### src/rtl/mb_load_ctl_pkg.sv
// mb_ctl_pkg: shared widths, MB source codes and controller state encodings
package mb_ctl_pkg;
    localparam int N_WORDS  = 4;
    localparam int CH_ADR_W = 7;
    typedef enum logic [2:0] {
        HOLD  = 3'd0,
        MEM   = 3'd1,
        CACHE = 3'd2,
        AR    = 3'd3,
        CHBUF = 3'd4
    } mb_src_t;
    typedef enum logic [2:0] {
        S_IDLE = 3'd0,
        S_MEM  = 3'd1,
        S_CH   = 3'd2,
        S_CWB  = 3'd3,
        S_ST   = 3'd4
    } mb_state_t;
endpackage

### src/rtl/mb_load_ctl_if.sv
// mb_load_ctl_if: requester handshakes and MB load controls of the MBox load controller
//   master: requesters (drive requests, memory return strobes, address counter controls)
//   slave : mb_load_ctl (drives source select, hold enables, address, acks, status)
interface mb_load_ctl_if;
    import mb_ctl_pkg::*;
    logic                mem_rd_req_h;
    logic [1:0]          mem_start_wd_h;
    logic                mem_data_valid_h;
    logic                nxm_any_l;
    logic                ch_req_h;
    logic                ch_adr_ld_h;
    logic [CH_ADR_W-1:0] ch_adr_in_h;
    logic                ch_reverse_h;
    logic                cwb_req_h;
    logic                st_req_h;
    logic [1:0]          st_wd_h;
    logic [2:0]          mb_in_sel_h;
    logic [N_WORDS-1:0]  mb_hold_in_h;
    logic [CH_ADR_W-1:0] ch_buf_adr_h;
    logic                ch_ack_h;
    logic                cwb_ack_h;
    logic                st_ack_h;
    logic                mem_done_h;
    logic                mem_err_h;
    logic                busy_h;
    modport master (
        output mem_rd_req_h, mem_start_wd_h, mem_data_valid_h, nxm_any_l,
               ch_req_h, ch_adr_ld_h, ch_adr_in_h, ch_reverse_h,
               cwb_req_h, st_req_h, st_wd_h,
        input  mb_in_sel_h, mb_hold_in_h, ch_buf_adr_h,
               ch_ack_h, cwb_ack_h, st_ack_h, mem_done_h, mem_err_h, busy_h
    );
    modport slave (
        input  mem_rd_req_h, mem_start_wd_h, mem_data_valid_h, nxm_any_l,
               ch_req_h, ch_adr_ld_h, ch_adr_in_h, ch_reverse_h,
               cwb_req_h, st_req_h, st_wd_h,
        output mb_in_sel_h, mb_hold_in_h, ch_buf_adr_h,
               ch_ack_h, cwb_ack_h, st_ack_h, mem_done_h, mem_err_h, busy_h
    );
endinterface

### src/rtl/mb_load_ctl_ch_adr_ctr.sv
// mb_ch_adr_ctr: channel-buffer address counter, load beats step, wraps both ways
//   clk, rst      : clock, asynchronous active-high reset
//   ld, ld_val    : load the counter
//   step, rev     : advance by one, decrementing when rev is high
//   adr           : current address
module mb_ch_adr_ctr
    import mb_ctl_pkg::*;
(
    input  logic                clk,
    input  logic                rst,
    input  logic                ld,
    input  logic [CH_ADR_W-1:0] ld_val,
    input  logic                step,
    input  logic                rev,
    output logic [CH_ADR_W-1:0] adr
);
    logic [CH_ADR_W-1:0] adr_q, adr_d;
    always_comb adr_d = ld ? ld_val : step ? (rev ? adr_q - 1'b1 : adr_q + 1'b1) : adr_q;
    always_ff @(posedge clk or posedge rst)
        if (rst) adr_q <= '0;
        else adr_q <= adr_d;
    assign adr = adr_q;
endmodule

### src/rtl/mb_load_ctl.sv
// mb_load_ctl: arbitrates and sequences the four-word MB loads
//   clk, reset_h : MBox clock, asynchronous active-high reset
//   bus (slave)  : memory return, channel buffer, cache writeback and store requests in;
//                  MB source select, per-word hold enables, channel-buffer address,
//                  ack/done/error pulses and busy out
module mb_load_ctl
    import mb_ctl_pkg::*;
#(
    parameter int MEM_TMO = 64
) (
    input logic          clk,
    input logic          reset_h,
    mb_load_ctl_if.slave bus
);
    localparam int TMO_W = $clog2(MEM_TMO + 1);
    localparam logic [2:0] ST_IDLE = S_IDLE;
    localparam logic [2:0] ST_MEM  = S_MEM;
    localparam logic [2:0] ST_CH   = S_CH;
    localparam logic [2:0] ST_CWB  = S_CWB;
    localparam logic [2:0] ST_ST   = S_ST;

    logic [2:0]       state_q, state_d;
    logic [1:0]       wd_q, wd_d, cnt_q, cnt_d, pend_wd_q, pend_wd_d;
    logic [TMO_W-1:0] tmo_q, tmo_d;
    logic             rr_q, rr_d, pend_q, pend_d;
    logic             ch_ack_q, ch_ack_d, cwb_ack_q, cwb_ack_d, st_ack_q, st_ack_d;
    logic             done_q, done_d, err_q, err_d;
    logic             load, ch_r, cwb_r, st_r;
    logic [2:0]       src;

    // nxm suppresses the load even when a valid strobe is present
    assign load  = state_q == ST_MEM && bus.mem_data_valid_h && bus.nxm_any_l;
    // a requester's level during its own ack cycle is stale and must not re-grant
    assign ch_r  = bus.ch_req_h  && !ch_ack_q;
    assign cwb_r = bus.cwb_req_h && !cwb_ack_q;
    assign st_r  = bus.st_req_h  && !st_ack_q;

    always_comb begin
        state_d   = state_q;
        wd_d      = wd_q;
        cnt_d     = cnt_q;
        tmo_d     = tmo_q;
        rr_d      = rr_q;
        pend_d    = pend_q;
        pend_wd_d = pend_wd_q;
        ch_ack_d  = 1'b0;
        cwb_ack_d = 1'b0;
        st_ack_d  = 1'b0;
        done_d    = 1'b0;
        err_d     = 1'b0;
        // only the first busy-time memory request is kept; a second is dropped silently
        if (state_q != ST_IDLE && bus.mem_rd_req_h && !pend_q) begin
            pend_d    = 1'b1;
            pend_wd_d = bus.mem_start_wd_h;
        end
        case (state_q)
            ST_IDLE: begin
                wd_d  = '0;
                cnt_d = '0;
                tmo_d = '0;
                if (pend_q || bus.mem_rd_req_h) begin
                    state_d = ST_MEM;
                    pend_d  = 1'b0;
                    wd_d    = pend_q ? pend_wd_q : bus.mem_start_wd_h;
                end else if (st_r) begin
                    state_d = ST_ST;
                end else if (ch_r && (!cwb_r || rr_q)) begin
                    state_d = ST_CH;
                    rr_d    = cwb_r ? 1'b0 : rr_q;
                end else if (cwb_r) begin
                    state_d = ST_CWB;
                    rr_d    = ch_r ? 1'b1 : rr_q;
                end
            end
            ST_MEM: begin
                if (!bus.nxm_any_l) begin
                    err_d   = 1'b1;
                    state_d = ST_IDLE;
                end else if (bus.mem_data_valid_h) begin
                    wd_d    = wd_q + 2'd1;
                    cnt_d   = cnt_q + 2'd1;
                    tmo_d   = '0;
                    done_d  = cnt_q == 2'd3;
                    state_d = cnt_q == 2'd3 ? ST_IDLE : ST_MEM;
                end else if (tmo_q == TMO_W'(MEM_TMO - 1)) begin
                    err_d   = 1'b1;
                    state_d = ST_IDLE;
                end else begin
                    tmo_d = tmo_q + 1'b1;
                end
            end
            ST_CH, ST_CWB: begin
                wd_d      = wd_q + 2'd1;
                ch_ack_d  = wd_q == 2'd3 && state_q == ST_CH;
                cwb_ack_d = wd_q == 2'd3 && state_q == ST_CWB;
                state_d   = wd_q == 2'd3 ? ST_IDLE : state_q;
            end
            ST_ST: begin
                st_ack_d = 1'b1;
                state_d  = ST_IDLE;
            end
            default: state_d = ST_IDLE;
        endcase
    end

    always_ff @(posedge clk or posedge reset_h)
        if (reset_h) begin
            state_q   <= ST_IDLE;
            wd_q      <= '0;
            cnt_q     <= '0;
            tmo_q     <= '0;
            rr_q      <= 1'b1;
            pend_q    <= 1'b0;
            pend_wd_q <= '0;
            ch_ack_q  <= 1'b0;
            cwb_ack_q <= 1'b0;
            st_ack_q  <= 1'b0;
            done_q    <= 1'b0;
            err_q     <= 1'b0;
        end else begin
            state_q   <= state_d;
            wd_q      <= wd_d;
            cnt_q     <= cnt_d;
            tmo_q     <= tmo_d;
            rr_q      <= rr_d;
            pend_q    <= pend_d;
            pend_wd_q <= pend_wd_d;
            ch_ack_q  <= ch_ack_d;
            cwb_ack_q <= cwb_ack_d;
            st_ack_q  <= st_ack_d;
            done_q    <= done_d;
            err_q     <= err_d;
        end

    assign src = state_q == ST_MEM ? (load ? MEM : HOLD) :
                 state_q == ST_CH  ? CHBUF :
                 state_q == ST_CWB ? CACHE :
                 state_q == ST_ST  ? AR : HOLD;

    // hold enables are derived from the select so they can never fire under HOLD
    assign bus.mb_in_sel_h  = src;
    assign bus.mb_hold_in_h = src == HOLD ? '0 :
                              N_WORDS'(1) << (state_q == ST_ST ? bus.st_wd_h : wd_q);
    assign bus.ch_ack_h     = ch_ack_q;
    assign bus.cwb_ack_h    = cwb_ack_q;
    assign bus.st_ack_h     = st_ack_q;
    assign bus.mem_done_h   = done_q;
    assign bus.mem_err_h    = err_q;
    assign bus.busy_h       = state_q != ST_IDLE;

    mb_ch_adr_ctr u_ch_adr_ctr (
        .clk    (clk),
        .rst    (reset_h),
        .ld     (bus.ch_adr_ld_h),
        .ld_val (bus.ch_adr_in_h),
        .step   (state_q == ST_CH),
        .rev    (bus.ch_reverse_h),
        .adr    (bus.ch_buf_adr_h)
    );
endmodule

### src/flat_wrapper.sv
// flat-port wrapper written by rule: the top's interface ports become plain ports
module mb_load_ctl_flat import mb_ctl_pkg::*;
#(
    parameter int MEM_TMO = 64
)
  (clk, reset_h, bus_mem_rd_req_h, bus_mem_start_wd_h, bus_mem_data_valid_h, bus_nxm_any_l, bus_ch_req_h, bus_ch_adr_ld_h, bus_ch_adr_in_h, bus_ch_reverse_h, bus_cwb_req_h, bus_st_req_h, bus_st_wd_h, bus_mb_in_sel_h, bus_mb_hold_in_h, bus_ch_buf_adr_h, bus_ch_ack_h, bus_cwb_ack_h, bus_st_ack_h, bus_mem_done_h, bus_mem_err_h, bus_busy_h);
  mb_load_ctl_if bus_i ();
  input logic clk;
  input logic reset_h;
  input wire logic [$bits(bus_i.mem_rd_req_h)-1:0] bus_mem_rd_req_h;
  input wire logic [$bits(bus_i.mem_start_wd_h)-1:0] bus_mem_start_wd_h;
  input wire logic [$bits(bus_i.mem_data_valid_h)-1:0] bus_mem_data_valid_h;
  input wire logic [$bits(bus_i.nxm_any_l)-1:0] bus_nxm_any_l;
  input wire logic [$bits(bus_i.ch_req_h)-1:0] bus_ch_req_h;
  input wire logic [$bits(bus_i.ch_adr_ld_h)-1:0] bus_ch_adr_ld_h;
  input wire logic [$bits(bus_i.ch_adr_in_h)-1:0] bus_ch_adr_in_h;
  input wire logic [$bits(bus_i.ch_reverse_h)-1:0] bus_ch_reverse_h;
  input wire logic [$bits(bus_i.cwb_req_h)-1:0] bus_cwb_req_h;
  input wire logic [$bits(bus_i.st_req_h)-1:0] bus_st_req_h;
  input wire logic [$bits(bus_i.st_wd_h)-1:0] bus_st_wd_h;
  output wire logic [$bits(bus_i.mb_in_sel_h)-1:0] bus_mb_in_sel_h;
  output wire logic [$bits(bus_i.mb_hold_in_h)-1:0] bus_mb_hold_in_h;
  output wire logic [$bits(bus_i.ch_buf_adr_h)-1:0] bus_ch_buf_adr_h;
  output wire logic [$bits(bus_i.ch_ack_h)-1:0] bus_ch_ack_h;
  output wire logic [$bits(bus_i.cwb_ack_h)-1:0] bus_cwb_ack_h;
  output wire logic [$bits(bus_i.st_ack_h)-1:0] bus_st_ack_h;
  output wire logic [$bits(bus_i.mem_done_h)-1:0] bus_mem_done_h;
  output wire logic [$bits(bus_i.mem_err_h)-1:0] bus_mem_err_h;
  output wire logic [$bits(bus_i.busy_h)-1:0] bus_busy_h;
  assign bus_i.mem_rd_req_h = bus_mem_rd_req_h;
  assign bus_i.mem_start_wd_h = bus_mem_start_wd_h;
  assign bus_i.mem_data_valid_h = bus_mem_data_valid_h;
  assign bus_i.nxm_any_l = bus_nxm_any_l;
  assign bus_i.ch_req_h = bus_ch_req_h;
  assign bus_i.ch_adr_ld_h = bus_ch_adr_ld_h;
  assign bus_i.ch_adr_in_h = bus_ch_adr_in_h;
  assign bus_i.ch_reverse_h = bus_ch_reverse_h;
  assign bus_i.cwb_req_h = bus_cwb_req_h;
  assign bus_i.st_req_h = bus_st_req_h;
  assign bus_i.st_wd_h = bus_st_wd_h;
  assign bus_mb_in_sel_h = bus_i.mb_in_sel_h;
  assign bus_mb_hold_in_h = bus_i.mb_hold_in_h;
  assign bus_ch_buf_adr_h = bus_i.ch_buf_adr_h;
  assign bus_ch_ack_h = bus_i.ch_ack_h;
  assign bus_cwb_ack_h = bus_i.cwb_ack_h;
  assign bus_st_ack_h = bus_i.st_ack_h;
  assign bus_mem_done_h = bus_i.mem_done_h;
  assign bus_mem_err_h = bus_i.mem_err_h;
  assign bus_busy_h = bus_i.busy_h;
  mb_load_ctl #(.MEM_TMO(MEM_TMO)) u_core (.clk(clk), .reset_h(reset_h), .bus(bus_i));
endmodule
### config.mk
export PLATFORM = sky130hd
export DESIGN_NAME = mb_load_ctl_flat
export DESIGN_NICKNAME = d
export VERILOG_FILES = /design/src/rtl/mb_load_ctl_pkg.sv /design/src/rtl/mb_load_ctl_if.sv /design/src/rtl/mb_load_ctl_ch_adr_ctr.sv /design/src/rtl/mb_load_ctl.sv /design/src/flat_wrapper.sv
export SDC_FILE = /design/constraint.sdc
export NUM_CORES = 1
export LEC_CHECK = 0
export CAP_MARGIN = 10
export CORE_AREA = 4 4 61 74
export CTS_BUF_LIST = sky130_fd_sc_hd__clkbuf_4 sky130_fd_sc_hd__clkbuf_8 sky130_fd_sc_hd__clkbuf_16
export DETAILED_ROUTE_END_ITERATION = 7
export DIE_AREA = 0 0 65 78
export GPL_TIMING_DRIVEN = 1
export HOLD_SLACK_MARGIN = 0.08
export PLACE_DENSITY = 0.77
export SETUP_SLACK_MARGIN = 0.4
export SLEW_MARGIN = 15
export SYNTH_ARGS = -nofsm -noshare
export SYNTH_HDL_FRONTEND = slang
export SYNTH_SLANG_ARGS = --single-unit
### constraint.sdc
create_clock -name clk -period 3 [get_ports clk]
set_clock_uncertainty 0.1 [all_clocks]
set_input_delay 0.9 -clock clk [delete_from_list [all_inputs] [get_ports clk]]
set_output_delay 0.9 -clock clk [all_outputs]
set_load 0.02 [all_outputs]
==> results.sh <==
export IMPL_status="finished, final reports clean"
export IMPL_firstDrtPassIters=4
export IMPL_internal_power_mw=1.218
export IMPL_via_per_inst=5.437
export IMPL_grt_max_degree=31
export IMPL_drt_wl_total_mm=4.542
export IMPL_dp_worst_setup_slack_ps=-522.2
export IMPL_antenna_cells=0
export IMPL_hold_violations=0
export IMPL_drv_slew=0
export IMPL_insertion_delay_ps=280
export IMPL_dieHeight_microns=78
export IMPL_layout_min_cycle_time_ps=2586
export IMPL_yosysUniqueCellTypes=54
export IMPL_worst_setup_path_start_kind="input pin"
export IMPL_grt_pass1_wl_mm=7.693
export IMPL_dieArea_sq_um=5070
export IMPL_peakVddDrop_mv=0.4219
export IMPL_clkSinkCount=30
export IMPL_fin_crit_sh_pct=86.21
export IMPL_postSynthAreaPerCell_sq_um=8.940
export IMPL_clkPwrFrac_pct=15.7
export IMPL_ys_seq_elements=30
export IMPL_max_slew_margin_pct=68.36
export IMPL_crit_required_ps=2000
export IMPL_crit_start="bus_nxm_any_l"
export IMPL_overflow=0
export IMPL_die_w_microns=65
export IMPL_final_cell_mix="clkdlybuf4s50_1 (27), dfrtp_1 (27), buf_4 (26), nand2_1 (22), o21ai_0 (16)"
export IMPL_routedWlPerCell_microns=13.98
export IMPL_clk_path_buf_depth=2
export IMPL_hold_ws_ps=378.1
export IMPL_htree_levels=2
export IMPL_coreArea_sq_um=3847
export IMPL_timing_rr_end="u_core.u_ch_adr_ctr.adr[6]"
export IMPL_rr_startpoint="u_core.u_ch_adr_ctr.adr[0]"
export IMPL_vias=1767
export IMPL_ys_async_sr_fraction_pct=100.0
export IMPL_io_buffer_count=40
export IMPL_critPathCapture="bus_mb_hold_in_h[1]"
export IMPL_path_class="input pin to primary output"
export IMPL_drt_iter0_markers=105
export IMPL_hpwlAfterDp_mm=3.406
export IMPL_setup_tns_ps=0
export IMPL_endpoint_kind="primary output"
export IMPL_worstPathArrival_ps=1590
export IMPL_drcViolationCount=0
export IMPL_grt_pass1_vias=1794
export IMPL_path_max_fanout=3
export IMPL_ff2ff_path_depth=7
export IMPL_leakage_nw=1.181
export IMPL_hp_class="flip-flop to flip-flop"
export IMPL_finalSetupViolCount=0
export IMPL_drive_above_1_share_pct=23.99
export IMPL_rsz0062_at_grt="yes"
export IMPL_rrSetupSlack_ps=690
export IMPL_p_sw_mw=0.8256
export IMPL_antenna_found_initial=0
export IMPL_ys_seq_area_share_pct=40.64
export IMPL_tightest_slew_ps=473.2
export IMPL_clk_pin_slew_ps=50
export IMPL_fp_row_count=25
export IMPL_finish_net_count=301
export IMPL_setup_ws_ps=413.6
export IMPL_fmax_mhz=386.6
export IMPL_ios=41
export IMPL_syn_cell_area_sq_um=1851
export IMPL_grt_usage_pct=19.54
export IMPL_final_cell_area_sq_um=2608
export IMPL_synth_edf_count=0
export IMPL_initial_core_util_pct=48.10
export IMPL_p_seq_share_pct=31.4
export IMPL_gp_congestion=0.8429
export IMPL_synthFlopType="dfrtp_1"
export IMPL_yosys_warnings=0
export IMPL_p_per_area_nw_per_um2=783.7
export IMPL_switching_share_pct=40.40
export IMPL_synthCells=207
export IMPL_cts_buffers_inserted=5
export IMPL_fillers=333
export IMPL_hold_buffers=0
export IMPL_ant_nets=0
export IMPL_syn_nets=237
export IMPL_drv_cap=0
export IMPL_placed_cell_area_sq_um=2429
export IMPL_clockRootBuffer="clkbuf_8"
export IMPL_cts_tree="done"
export IMPL_fin_total_pwr_mw=2.044
export IMPL_p_comb_share_pct=52.8
export IMPL_syn_to_final_growth_pct=40.91
[cell usage after synthesis (2+ instances only)]
cell type,number,area share [%]
or3b_1,2,0.95
nand2_1,24,4.9
and2_1,3,1.0
a21oi_1,12,3.2
nor3_1,4,1.1
and3_1,2,0.68
nand3_1,5,1.4
clkbuf_1,4,0.81
o31ai_1,3,1.2
mux2_2,4,2.4
o211ai_1,2,0.81
o21bai_1,2,0.81
or2_2,2,0.68
dfrtp_1,29,39
nor3b_1,2,0.81
ha_1,8,5.4
nor2b_1,3,1.0
nand4_1,4,1.4
inv_1,12,2.4
nand2b_1,4,1.4
xor2_1,4,1.9
nor2_1,15,3.0
a31oi_1,2,0.68
nor4_1,4,1.4
a21o_1,2,0.81
a211oi_1,3,1.2
o21ai_0,19,5.1
[metrics by stage]
step | utilization (%) | instances
detailed placement | 63.12 | 313
floorplan | - | 207
CTS | 65.79 | 322
global route | 67.77 | 325
global placement | 63.12 | 313
finish | 67.77 | 325
[worst max-delay path: stages]
cell and delay [ps]:
buf_8 100, a31oi_4 220, nor2_4 60, nand3b_1 90
o21ai_1 70, buf_4 150
[cell type report]
class / count / area, sq um / share of cell area (%)
Multi-Input combinational cell: 158 / 1092 / 41.89
Timing Repair Buffer: 63 / 560.5 / 21.50
Clock buffer: 7 / 83.83 / 3.215
Tap cell: 54 / 67.56 / 2.591
Inverter: 13 / 48.80 / 1.871
Sequential cell: 30 / 754.5 / 28.93
[registers in the layout, summed over array words and instances, names as in the netlist]
register and flops:
u_core.bus.ch_ack_h 1, u_core.tmo_q 7, u_core.bus.st_ack_h 1, u_core.bus.mem_done_h 1
u_core.state_q 3, u_core.u_ch_adr_ctr.adr 7, u_core.cnt_q 2, u_core.pend_q 1
u_core.pend_wd_q 2, u_core.bus.mem_err_h 1, u_core.rr_q 1, u_core.bus.cwb_ack_h 1
u_core.wd_q 2
[routing by layer]
metal / routed length, microns / part of all wire [%] / GRT usage (%) / vias to the layer above
met4: 123 / 2.7 / 9.937 / 0
met3: 242 / 5.3 / 5.210 / 10
met2: 2326 / 51 / 33.67 / 45
met1: 1849 / 41 / 21.69 / 840
li1: - / - / - / 872
met5: 0 / 0 / 0 / -
[cell families (layout without fill, tap and decap cells)]
logic type	after synthesis	after routing	share of synthesized area [%]
buf+inv	19	83	4.259
fa+ha+maj	9	9	6.491
flops	30	30	40.64
xor+xnor	5	5	2.366
simple gates	82	82	23.87
mux	5	5	3.042
compound gates	57	57	19.34
[repair_timing]
| action | in CTS | in global routing |
|---|---|---|
| resized for setup | 55 | 21 |
| buffers inserted | 2 | 3 |
| pin swaps | 9 | 8 |
| endpoints found under the setup margin | 10 | 9 |
[worst min path at each step]
stage,start,endpoint,slack (ps),cells past startpoint
floorplan,u_core.cnt_q[0],u_core.cnt_q[0],350,1
global placement,u_core.cnt_q[0],u_core.cnt_q[0],360,1
detailed placement,u_core.cnt_q[0],u_core.cnt_q[0],370,1
CTS,u_core.cnt_q[0],u_core.cnt_q[0],380,1
global route,u_core.cnt_q[0],u_core.cnt_q[0],400,1
finish,u_core.cnt_q[0],u_core.cnt_q[0],380,1
[power by group through the flow]
stage          logic (mW)  clock network (mW)  registers, mW
6_report             1.08               0.322          0.642
5_1_grt              1.19               0.352          0.661
4_1_cts              1.02               0.331          0.629
3_5_place_dp         1.01                   0          0.634
3_3_place_gp        0.986                   0          0.629
2_1_floorplan       0.622                   0          0.631
Note: power is estimated with default switching activity, not from simulation.
